<file path="src/rtl/ram_arbiter.sv">
// ram_arbiter: shares a single-port synchronous data RAM between the Hack CPU
// and one secondary device, with bounded CPU priority and locked device bursts.
`default_nettype none

module ram_arbiter #(
  parameter int AW        = 15,
  parameter int DW        = 16,
  parameter int CPU_BURST = 4,
  parameter int DEV_MAX   = 8
) (
  input  logic          clk_i,
  input  logic          rst_ni,
  input  logic          cpu_req_i,
  input  logic          cpu_wr_i,
  input  logic [AW-1:0] cpu_addr_i,
  input  logic [DW-1:0] cpu_din_i,
  output logic          cpu_stall_o,
  output logic [DW-1:0] cpu_dout_o,
  output logic          cpu_rvalid_o,
  input  logic          dev_req_i,
  input  logic          dev_lock_i,
  input  logic          dev_wr_i,
  input  logic [AW-1:0] dev_addr_i,
  input  logic [DW-1:0] dev_din_i,
  output logic          dev_gnt_o,
  output logic [DW-1:0] dev_dout_o,
  output logic          dev_rvalid_o,
  output logic          ram_wr_o,
  output logic [AW-1:0] ram_addr_o,
  output logic [DW-1:0] ram_din_o,
  input  logic [DW-1:0] ram_dout_i
);

  localparam int SW = $clog2(CPU_BURST + 1);
  localparam int BW = $clog2(DEV_MAX + 1);
  localparam logic [SW-1:0] STREAK_MAX = SW'(CPU_BURST);
  localparam logic [BW-1:0] BEATS_MAX  = BW'(DEV_MAX);

  localparam logic [1:0] S_IDLE     = 2'd0;
  localparam logic [1:0] S_CPU      = 2'd1;
  localparam logic [1:0] S_DEV      = 2'd2;
  localparam logic [1:0] S_DEV_LOCK = 2'd3;

  logic [1:0]    state_q, state_d;
  logic [SW-1:0] cpu_streak_q, cpu_streak_d;
  logic [BW-1:0] dev_beats_q, dev_beats_d;
  logic [AW-1:0] addr_q, addr_d;
  logic          rd_valid_q, rd_valid_d;
  logic          rd_dev_q, rd_dev_d;
  logic          cpu_gnt, dev_gnt;
  logic          any_gnt;
  logic          sel_wr;
  logic [AW-1:0] sel_addr;

  // Grants are forced off while reset is held so nothing reaches the RAM.
  always_comb begin
    cpu_gnt = 1'b0;
    dev_gnt = 1'b0;
    if (rst_ni) begin
      if (state_q == S_DEV_LOCK && dev_req_i && dev_beats_q < BEATS_MAX) begin
        dev_gnt = 1'b1;
      end else if (cpu_req_i && !dev_req_i) begin
        cpu_gnt = 1'b1;
      end else if (dev_req_i && !cpu_req_i) begin
        dev_gnt = 1'b1;
      end else if (cpu_req_i && dev_req_i) begin
        if (cpu_streak_q < STREAK_MAX) cpu_gnt = 1'b1;
        else                           dev_gnt = 1'b1;
      end
    end
  end

  assign any_gnt  = cpu_gnt | dev_gnt;
  assign sel_wr   = dev_gnt ? dev_wr_i : cpu_wr_i;
  assign sel_addr = dev_gnt ? dev_addr_i : cpu_addr_i;

  always_comb begin
    cpu_streak_d = cpu_streak_q;
    if (dev_gnt || !dev_req_i) begin
      cpu_streak_d = '0;
    end else if (cpu_gnt && cpu_streak_q < STREAK_MAX) begin
      cpu_streak_d = cpu_streak_q + 1'b1;
    end

    dev_beats_d = '0;
    if (dev_gnt) begin
      dev_beats_d = (dev_beats_q < BEATS_MAX) ? dev_beats_q + 1'b1 : dev_beats_q;
    end

    // An exhausted lock hands the port to a waiting CPU before it can relock.
    state_d = S_IDLE;
    if (dev_gnt) begin
      if (dev_lock_i && dev_beats_d == BEATS_MAX) state_d = cpu_req_i ? S_CPU : S_DEV;
      else if (dev_lock_i)                        state_d = S_DEV_LOCK;
      else                                        state_d = S_DEV;
    end else if (cpu_gnt) begin
      state_d = S_CPU;
    end

    addr_d     = any_gnt ? sel_addr : addr_q;
    rd_valid_d = any_gnt & ~sel_wr;
    rd_dev_d   = dev_gnt;
  end

  always_ff @(posedge clk_i or negedge rst_ni) begin
    if (!rst_ni) begin
      state_q      <= S_IDLE;
      cpu_streak_q <= '0;
      dev_beats_q  <= '0;
      addr_q       <= '0;
      rd_valid_q   <= 1'b0;
      rd_dev_q     <= 1'b0;
    end else begin
      state_q      <= state_d;
      cpu_streak_q <= cpu_streak_d;
      dev_beats_q  <= dev_beats_d;
      addr_q       <= addr_d;
      rd_valid_q   <= rd_valid_d;
      rd_dev_q     <= rd_dev_d;
    end
  end

  assign cpu_stall_o  = cpu_req_i & ~cpu_gnt;
  assign dev_gnt_o    = dev_gnt;
  assign ram_wr_o     = any_gnt & sel_wr;
  assign ram_addr_o   = any_gnt ? sel_addr : addr_q;
  assign ram_din_o    = dev_gnt ? dev_din_i : cpu_din_i;
  assign cpu_dout_o   = ram_dout_i;
  assign dev_dout_o   = ram_dout_i;
  assign cpu_rvalid_o = rd_valid_q & ~rd_dev_q;
  assign dev_rvalid_o = rd_valid_q & rd_dev_q;

endmodule

`default_nettype wire

</file>
<file path="config.mk">
export PLATFORM = sky130hd
export DESIGN_NAME = ram_arbiter
export DESIGN_NICKNAME = d
export VERILOG_FILES = /design/src/rtl/ram_arbiter.sv
export SDC_FILE = /design/constraint.sdc
export NUM_CORES = 1
export LEC_CHECK = 0
export ABC_AREA = 1
export CAP_MARGIN = 20
export CORE_AREA = 2 2 78 80
export DETAILED_ROUTE_END_ITERATION = 10
export DIE_AREA = 0 0 80 82
export PLACE_DENSITY = 0.78
export SYNTH_ARGS = -nofsm -noshare
export SYNTH_HDL_FRONTEND = slang
export SYNTH_SLANG_ARGS = --single-unit
</file>
<file path="constraint.sdc">
create_clock -name clk_i -period 1.9 [get_ports clk_i]
set_input_delay 0.38 -clock clk_i [delete_from_list [all_inputs] [get_ports clk_i]]
set_output_delay 0.38 -clock clk_i [all_outputs]
set_load 0.01 [all_outputs]
</file>
==> results of run 1 <==
[cell usage in the layout (no fill, tap or decap), types with 3 or more instances in the layout]
cell                              count
sky130_fd_sc_hd__buf_4               31
sky130_fd_sc_hd__dfrtp_1             26
sky130_fd_sc_hd__nand2_1            100
sky130_fd_sc_hd__clkbuf_8             4
sky130_fd_sc_hd__inv_1               15
sky130_fd_sc_hd__buf_2               17
sky130_fd_sc_hd__clkdlybuf4s50_1     67
sky130_fd_sc_hd__buf_12               3
sky130_fd_sc_hd__clkdlybuf4s15_2      6
sky130_fd_sc_hd__nor2_1              12
sky130_fd_sc_hd__nand3_2             13
sky130_fd_sc_hd__nand2_2             12
sky130_fd_sc_hd__a21oi_1              4
sky130_fd_sc_hd__nand3_1              4
sky130_fd_sc_hd__buf_6               14
[through the flow]
step	power (µW)	worst slack, ns	instances	cell area [µm²]
2_1_floorplan	897	0.337	244	1700
4_1_cts	1580	-0.125	423	2920
3_5_place_dp	1230	-0.791	408	2770
6_report	1630	-0.181	428	3060
3_3_place_gp	1210	-0.741	408	2770
5_1_grt	1730	-0.262	428	3060
[cells in the mapped netlist, types with 2 or more instances]
cell                      instances
sky130_fd_sc_hd__nand2_4          2
sky130_fd_sc_hd__a21oi_1          4
sky130_fd_sc_hd__buf_4           36
sky130_fd_sc_hd__nand2_1        112
sky130_fd_sc_hd__buf_2            2
sky130_fd_sc_hd__nand2_2          2
sky130_fd_sc_hd__inv_1           15
sky130_fd_sc_hd__inv_2            3
sky130_fd_sc_hd__dfrtp_1         26
sky130_fd_sc_hd__nor2_1          13
sky130_fd_sc_hd__nand3_1         17
sky130_fd_sc_hd__ha_1             2
sky130_fd_sc_hd__o21ai_0          3
sky130_fd_sc_hd__xnor2_1          2
[area by class of cell]
class / count / area share
timing repair inverter: 1 / 0.00245
multi-input combinational: 161 / 0.276
inverter: 18 / 0.0237
clock buffer: 4 / 0.0180
tap: 75 / 0.0306
sequential: 26 / 0.212
timing repair buffer: 143 / 0.437
[cells by family (layout without fill, tap and decap cells)]
kind of cell,Yosys count,after routing,share of synthesized area
DFF,26,26,0.382
xor gates and xnor gates,2,2,0.0103
buffers and inverters,57,166,0.211
and+or+nand+nor,148,148,0.353
AOI/OAI and AO/OA,9,9,0.0294
adders and majority gates,2,2,0.0147
[worst paths after layout]
kind	startpoint	endpoint
max	cpu_streak_q[2]$_DFFE_PN0P_	ram_addr_o[10]
min	rst_ni	cpu_streak_q[2]$_DFFE_PN0P_
max reg2reg	cpu_streak_q[2]$_DFFE_PN0P_	addr_q[0]$_DFF_PN0_
min reg2reg	addr_q[9]$_DFF_PN0_	addr_q[9]$_DFF_PN0_
max in group asynchronous	rst_ni	cpu_streak_q[1]$_DFFE_PN0P_
min in group clk_i	addr_q[9]$_DFF_PN0_	addr_q[9]$_DFF_PN0_
[worst max-delay path, stage by stage (launching register included)]
cell and delay [ns]:
sky130_fd_sc_hd__dfrtp_1 0.40, sky130_fd_sc_hd__buf_6 0.13, sky130_fd_sc_hd__a21oi_4 0.17, sky130_fd_sc_hd__nand2_4 0.10, sky130_fd_sc_hd__nand2_8 0.10, sky130_fd_sc_hd__clkinvlp_4 0.19, sky130_fd_sc_hd__nand2_2 0.13, sky130_fd_sc_hd__nand3_2 0.08
sky130_fd_sc_hd__buf_6 0.13
[layer usage]
metal / track usage / up-vias / share of wire
li1: - / 931 / -
met1: 0.181 / 863 / 0.41
met2: 0.294 / 75 / 0.52
met3: 0.0176 / 2 / 0.061
met4: 0.0475 / 0 / 0.0095
met5: 0 / - / 0
[report_power, final]
group          internal [µW]  leakage [µW]  switching, µW
Sequential               611      0.000333           22.3
Combinational            375       0.00121            271
Clock                    185     0.0000288            169
[state kept, by name (all words and copies together), names as in the netlist]
name / count
addr_q: 15
dev_beats_q: 4
cpu_streak_q: 3
state_q: 2
rd_dev_q: 1
rd_valid_q: 1
[timing repair]
item	4_1_cts	5_1_grt
gates resized for setup	157	28
pin swaps	8	12
buffers inserted	8	5
gates cloned	3	0
setup endpoints to repair	34	34
hold endpoints to repair	0	0
==> impl_metrics.yaml, run 1 <==
timing:
  finalHoldViolations: 0
  final.min_clock_period_ns: 2.08
  max_slew.worst_pin.slew_ns: 0.195
  setup_viol: 33
  final.setup.worst_slack_ns: -0.181
  final_worst_path_cycle_share: 1.10
  summed_negative_setup_slack_over_all_endpoints_ns: -3.53
  finalMaxSlewViolations: 0
  rsz_0062_raised_after_global_routing: "true"
  clock_skew_ns: 0.00264
  achievable-frequency_mhz: 481
  rel_slew_slack: 0.870
  holdWs_ns: 0.261
yosys:
  syn_area_um2: 1700
  post_synth_num_cell_types: 19
  postSynthCellCount: 244
  async_reset_ff_frac: 1.00
  synth.yosys.warnings: 0
  mappedNetlistNets: 331
  synth_flop_cell: "sky130_fd_sc_hd__dfrtp_1"
  post-synth-top-area-cell: "sky130_fd_sc_hd__dfrtp_1"
  yosysTopAreaCellShare: 0.382
  top_area_cells_in_the_synthesized_netlist: "sky130_fd_sc_hd__dfrtp_1 38%, sky130_fd_sc_hd__nand2_1 25%, sky130_fd_sc_hd__buf_4 16%, sky130_fd_sc_hd__nand3_1 5.0%, sky130_fd_sc_hd__inv_1 3.3%"
  synth-edff-count: 0
  postSynthAreaPerCell_um2: 6.98
  ys_seq_area_frac: 0.382
  synth-seq-cells: 26
place:
  gp_congestion: 0.771
  hpwlAfterDp_mm: 3.78
  numPortBuffers: 104
routing:
  route.vias.total: 1871
  route.detailed.drc: 0
  routed_wl_mm: 5.17
  drt_iter0_drc: 43
  route.detailed.vias_per_inst: 4.37
  firstDrtPassIters: 5
  antenna_left: 0
  routed_len_inst_um: 12.1
clocking:
  clock_tree.root_cell: "sky130_fd_sc_hd__clkbuf_8"
  clock_sink_count: 26
  cts_max_level: 1
  postCtsHoldBufs: 0
  insertion_delay_ns: 0.26
  tritoncts.num_buffers: 3
  clk_pin_slew_ns: 0.09
  tritoncts: "done"
  cts_max_path_buffers: 2
setup_path:
  worstPathRequired_ns: 1.52
  arrival_ns: 1.70
  worstSetupEndpointType: "output port"
  critPathLaunchType: "register"
  timing.reg2reg.worst_path_depth: 9
  setup.worst_path.class: "reg -> out"
  critical_path.max_fanout: 7
  r2r_slack_ns: 0.25
cells_and_area:
  final_core_util: 0.533
  area.sequential_um2: 651
  finalNetCount: 441
  area_used_by_multi_input_combinational_logic_um2: 846
  syn_to_final_growth_pct: 79.8
  diodes_inserted: 0
  post_route_cells_drive_above_1_share: 0.326
  n_fill_cell: 573
status:
  violations: "setup timing"
  run_status: "finished, violations left"
power:
  power.leakage_uw: 0.00157
  pwr_density_cell_nw_per_um2: 533
  maximum_vdd_drop_uv: 276
global_routing:
  largest_net_degree_at_the_start_of_global_routing: 15
  grt-ovfl-total: 0
  grt_antenna_before_repair: 0
  grt.total_usage: 0.154
  wire_length_of_the_first_global_routing_pass_mm: 8.04
  grt_pass1_vias: 1892
floorplan:
  number_of_placed_i_o_pins: 153
  core_area_um2: 5750
  die_width_um: 80
  effective_utilization_at_floorplan: 0.297
  floorplan.die_area_um2: 6560
  chipHeight_um: 82
  std_cell_rows: 28
hold_path:
  hp-class: "in -> async"
flow_run:
  drv.max_cap_violation_count: 0
(Power assumes the default switching activity.)
==> run 2: changes to the inputs <==
--- a/config.mk
+++ b/config.mk
@@ -11,6 +11,7 @@
 export DETAILED_ROUTE_END_ITERATION = 10
 export DIE_AREA = 0 0 80 82
 export PLACE_DENSITY = 0.78
+export SETUP_SLACK_MARGIN = 0.05
 export SYNTH_ARGS = -nofsm -noshare
 export SYNTH_HDL_FRONTEND = slang
 export SYNTH_SLANG_ARGS = --single-unit
==> constraint.sdc (replaced) <==
create_clock -name clk_i -period 2 [get_ports clk_i]
set_input_delay 0.4 -clock clk_i [delete_from_list [all_inputs] [get_ports clk_i]]
set_output_delay 0.4 -clock clk_i [all_outputs]
set_load 0.01 [all_outputs]
==> impl_metrics.yaml, run 2 (synthesis gave the netlist of run 1 again) <==
cells_and_area:
  final_core_util: 0.556
  top_regs: "addr_q x15, dev_beats_q x4, cpu_streak_q x3"
  syn_to_final_growth_pct: 87.4
  design_area_um2: 3190
  largest_register_ffs: 15
  diodes_inserted: 0
  n_fill_cell: 553
  post_route_cells_drive_above_1_share: 0.342
  mostFrequentLayoutCell: "sky130_fd_sc_hd__nand2_1"
  regMostFlops: "addr_q"
  most-common-layout-cells: "99 x sky130_fd_sc_hd__nand2_1, 67 x sky130_fd_sc_hd__clkdlybuf4s50_1, 36 x sky130_fd_sc_hd__buf_4, 26 x sky130_fd_sc_hd__dfrtp_1, 18 x sky130_fd_sc_hd__buf_6"
  finalNetCount: 451
global_routing:
  grt_antenna_before_repair: 0
  wire_length_of_the_first_global_routing_pass_mm: 8.22
  grt_pass1_vias: 1883
  grt.total_usage: 0.158
  grt-ovfl-total: 0
  largest_net_degree_at_the_start_of_global_routing: 22
timing:
  final_worst_path_cycle_share: 1.07
  rsz_0062_raised_after_global_routing: "true"
  max_slew.worst_pin.slew_ns: 0.188
  finalMaxSlewViolations: 0
  final.setup.worst_slack_ns: -0.131
  setup_viol: 17
  finalHoldViolations: 0
  final.min_clock_period_ns: 2.13
  achievable-frequency_mhz: 469
  rel_slew_slack: 0.874
  clock_skew_ns: 0.00782
  holdWs_ns: 0.218
floorplan:
  std_cell_rows: 28
  floorplan.die_area_um2: 6560
  effective_utilization_at_floorplan: 0.297
  die_width_um: 80
  core_area_um2: 5750
  number_of_placed_i_o_pins: 153
  chipHeight_um: 82
power:
  pwr_density_cell_nw_per_um2: 533
  power.leakage_uw: 0.00163
  maximum_vdd_drop_uv: 317
place:
  placed_inst_area_um2: 2760
  numPortBuffers: 104
  gp_congestion: 0.771
  hpwlAfterDp_mm: 3.84
setup_path:
  r2r_slack_ns: 0.23
  worstSetupEndpointType: "output port"
  worstPathRequired_ns: 1.60
  timing.reg2reg.worst_path_depth: 11
  r2r_start: "cpu_streak_q[2]$_DFFE_PN0P_"
  arrival_ns: 1.73
  critical_path.max_fanout: 6
  timing.rr.end: "addr_q[3]$_DFF_PN0_"
  critPathLaunchType: "register"
  setup.worst_path.class: "reg -> out"
clocking:
  postCtsHoldBufs: 0
  clock_sink_count: 26
  clock_tree.root_cell: "sky130_fd_sc_hd__clkbuf_8"
  cts_max_path_buffers: 2
  tritoncts: "done"
  insertion_delay_ns: 0.27
  cts_max_level: 1
  clk_pin_slew_ns: 0.09
  tritoncts.num_buffers: 3
routing:
  routed_len_inst_um: 12.5
  route.detailed.vias_per_inst: 4.28
  antenna_left: 0
  drt_iter0_drc: 52
  firstDrtPassIters: 6
  route.vias.total: 1874
  routed_wl_mm: 5.47
  route.detailed.drc: 0
status:
  run_status: "finished, violations left"
  violations: "setup timing"
hold_path:
  hp-class: "in -> async"
flow_run:
  drv.max_cap_violation_count: 0
## run 2: cell count changes in the layout (fill, tap and decap cells not counted), moves of 2 or more
cell | before | now
sky130_fd_sc_hd__nand3_2 | 13 | 11
sky130_fd_sc_hd__buf_6 | 14 | 18
sky130_fd_sc_hd__inv_6 | 0 | 2
sky130_fd_sc_hd__buf_4 | 31 | 36
sky130_fd_sc_hd__clkbuf_16 | 0 | 2
sky130_fd_sc_hd__inv_4 | 2 | 0
## run 2: area by class of cell
| cell class | instances | area (µm²) | area share |
|---|---|---|---|
| Timing Repair Buffer | 153 | 1440 | 0.450 |
| Multi-Input combinational cell | 161 | 847 | 0.265 |
| Sequential cell | 26 | 651 | 0.204 |
| Tap cell | 75 | 93.8 | 0.0294 |
| Inverter | 18 | 85.1 | 0.0266 |
| Clock buffer | 3 | 41.3 | 0.0129 |
| Clock inverter | 1 | 30.0 | 0.00940 |
| Timing Repair inverter | 1 | 7.51 | 0.00235 |
## run 2: worst max-delay path, cell delays in order, from the launching register on
cell                         delay, ns
sky130_fd_sc_hd__dfrtp_1          0.40
sky130_fd_sc_hd__buf_6            0.13
sky130_fd_sc_hd__a21oi_4          0.18
sky130_fd_sc_hd__nand2_8          0.08
sky130_fd_sc_hd__nand2_4          0.09
sky130_fd_sc_hd__clkinvlp_4       0.17
sky130_fd_sc_hd__buf_6            0.17
sky130_fd_sc_hd__nand2_2          0.05
sky130_fd_sc_hd__nand3_2          0.07
sky130_fd_sc_hd__buf_6            0.13
## run 2: repair_timing
item / CTS / global route
pin swaps: 9 / 13
setup endpoints to repair: 34 / 35
resized for setup: 153 / 39
buffers inserted: 18 / 8
gates cloned: 1 / 2
## run 2: how the worst max path moves through the flow
stage / cells after the start / startpoint / endpoint
global placement: 10 / cpu_req_i / ram_addr_o[9]
CTS: 10 / dev_beats_q[3]$_DFF_PN0_ / ram_addr_o[1]
global route: 9 / cpu_streak_q[2]$_DFFE_PN0P_ / ram_addr_o[2]
detailed placement: 10 / cpu_req_i / ram_addr_o[0]
floorplan: 10 / cpu_streak_q[2]$_DFFE_PN0P_ / ram_addr_o[10]
finish: 9 / cpu_streak_q[2]$_DFFE_PN0P_ / ram_addr_o[1]
## run 2: power by group
group	switching, µW	internal (µW)
clock	171	268
combinational	272	391
sequential	20.9	580
total	464	1240
## run 2: per-stage QoR
step | instances | setup WS [ns] | power (µW) | TNS, ns
finish | 438 | -0.131 | 1700 | -1.29
global route | 438 | -0.218 | 1790 | -3.34
CTS | 430 | -0.101 | 1670 | -1.35
detailed placement | 407 | -0.720 | 1160 | -20.91
global placement | 407 | -0.680 | 1150 | -20.26
floorplan | 244 | 0.417 | 852 | 0
## run 2: layer usage
| layer | track usage | vias up | routed length, µm |
|---|---|---|---|
| met3 | 0.0242 | 2 | 326 |
| met2 | 0.294 | 71 | 2960 |
| met1 | 0.184 | 854 | 2140 |
| met5 | 0 | - | 0 |
| li1 | - | 947 | - |
| met4 | 0.0542 | 0 | 49 |
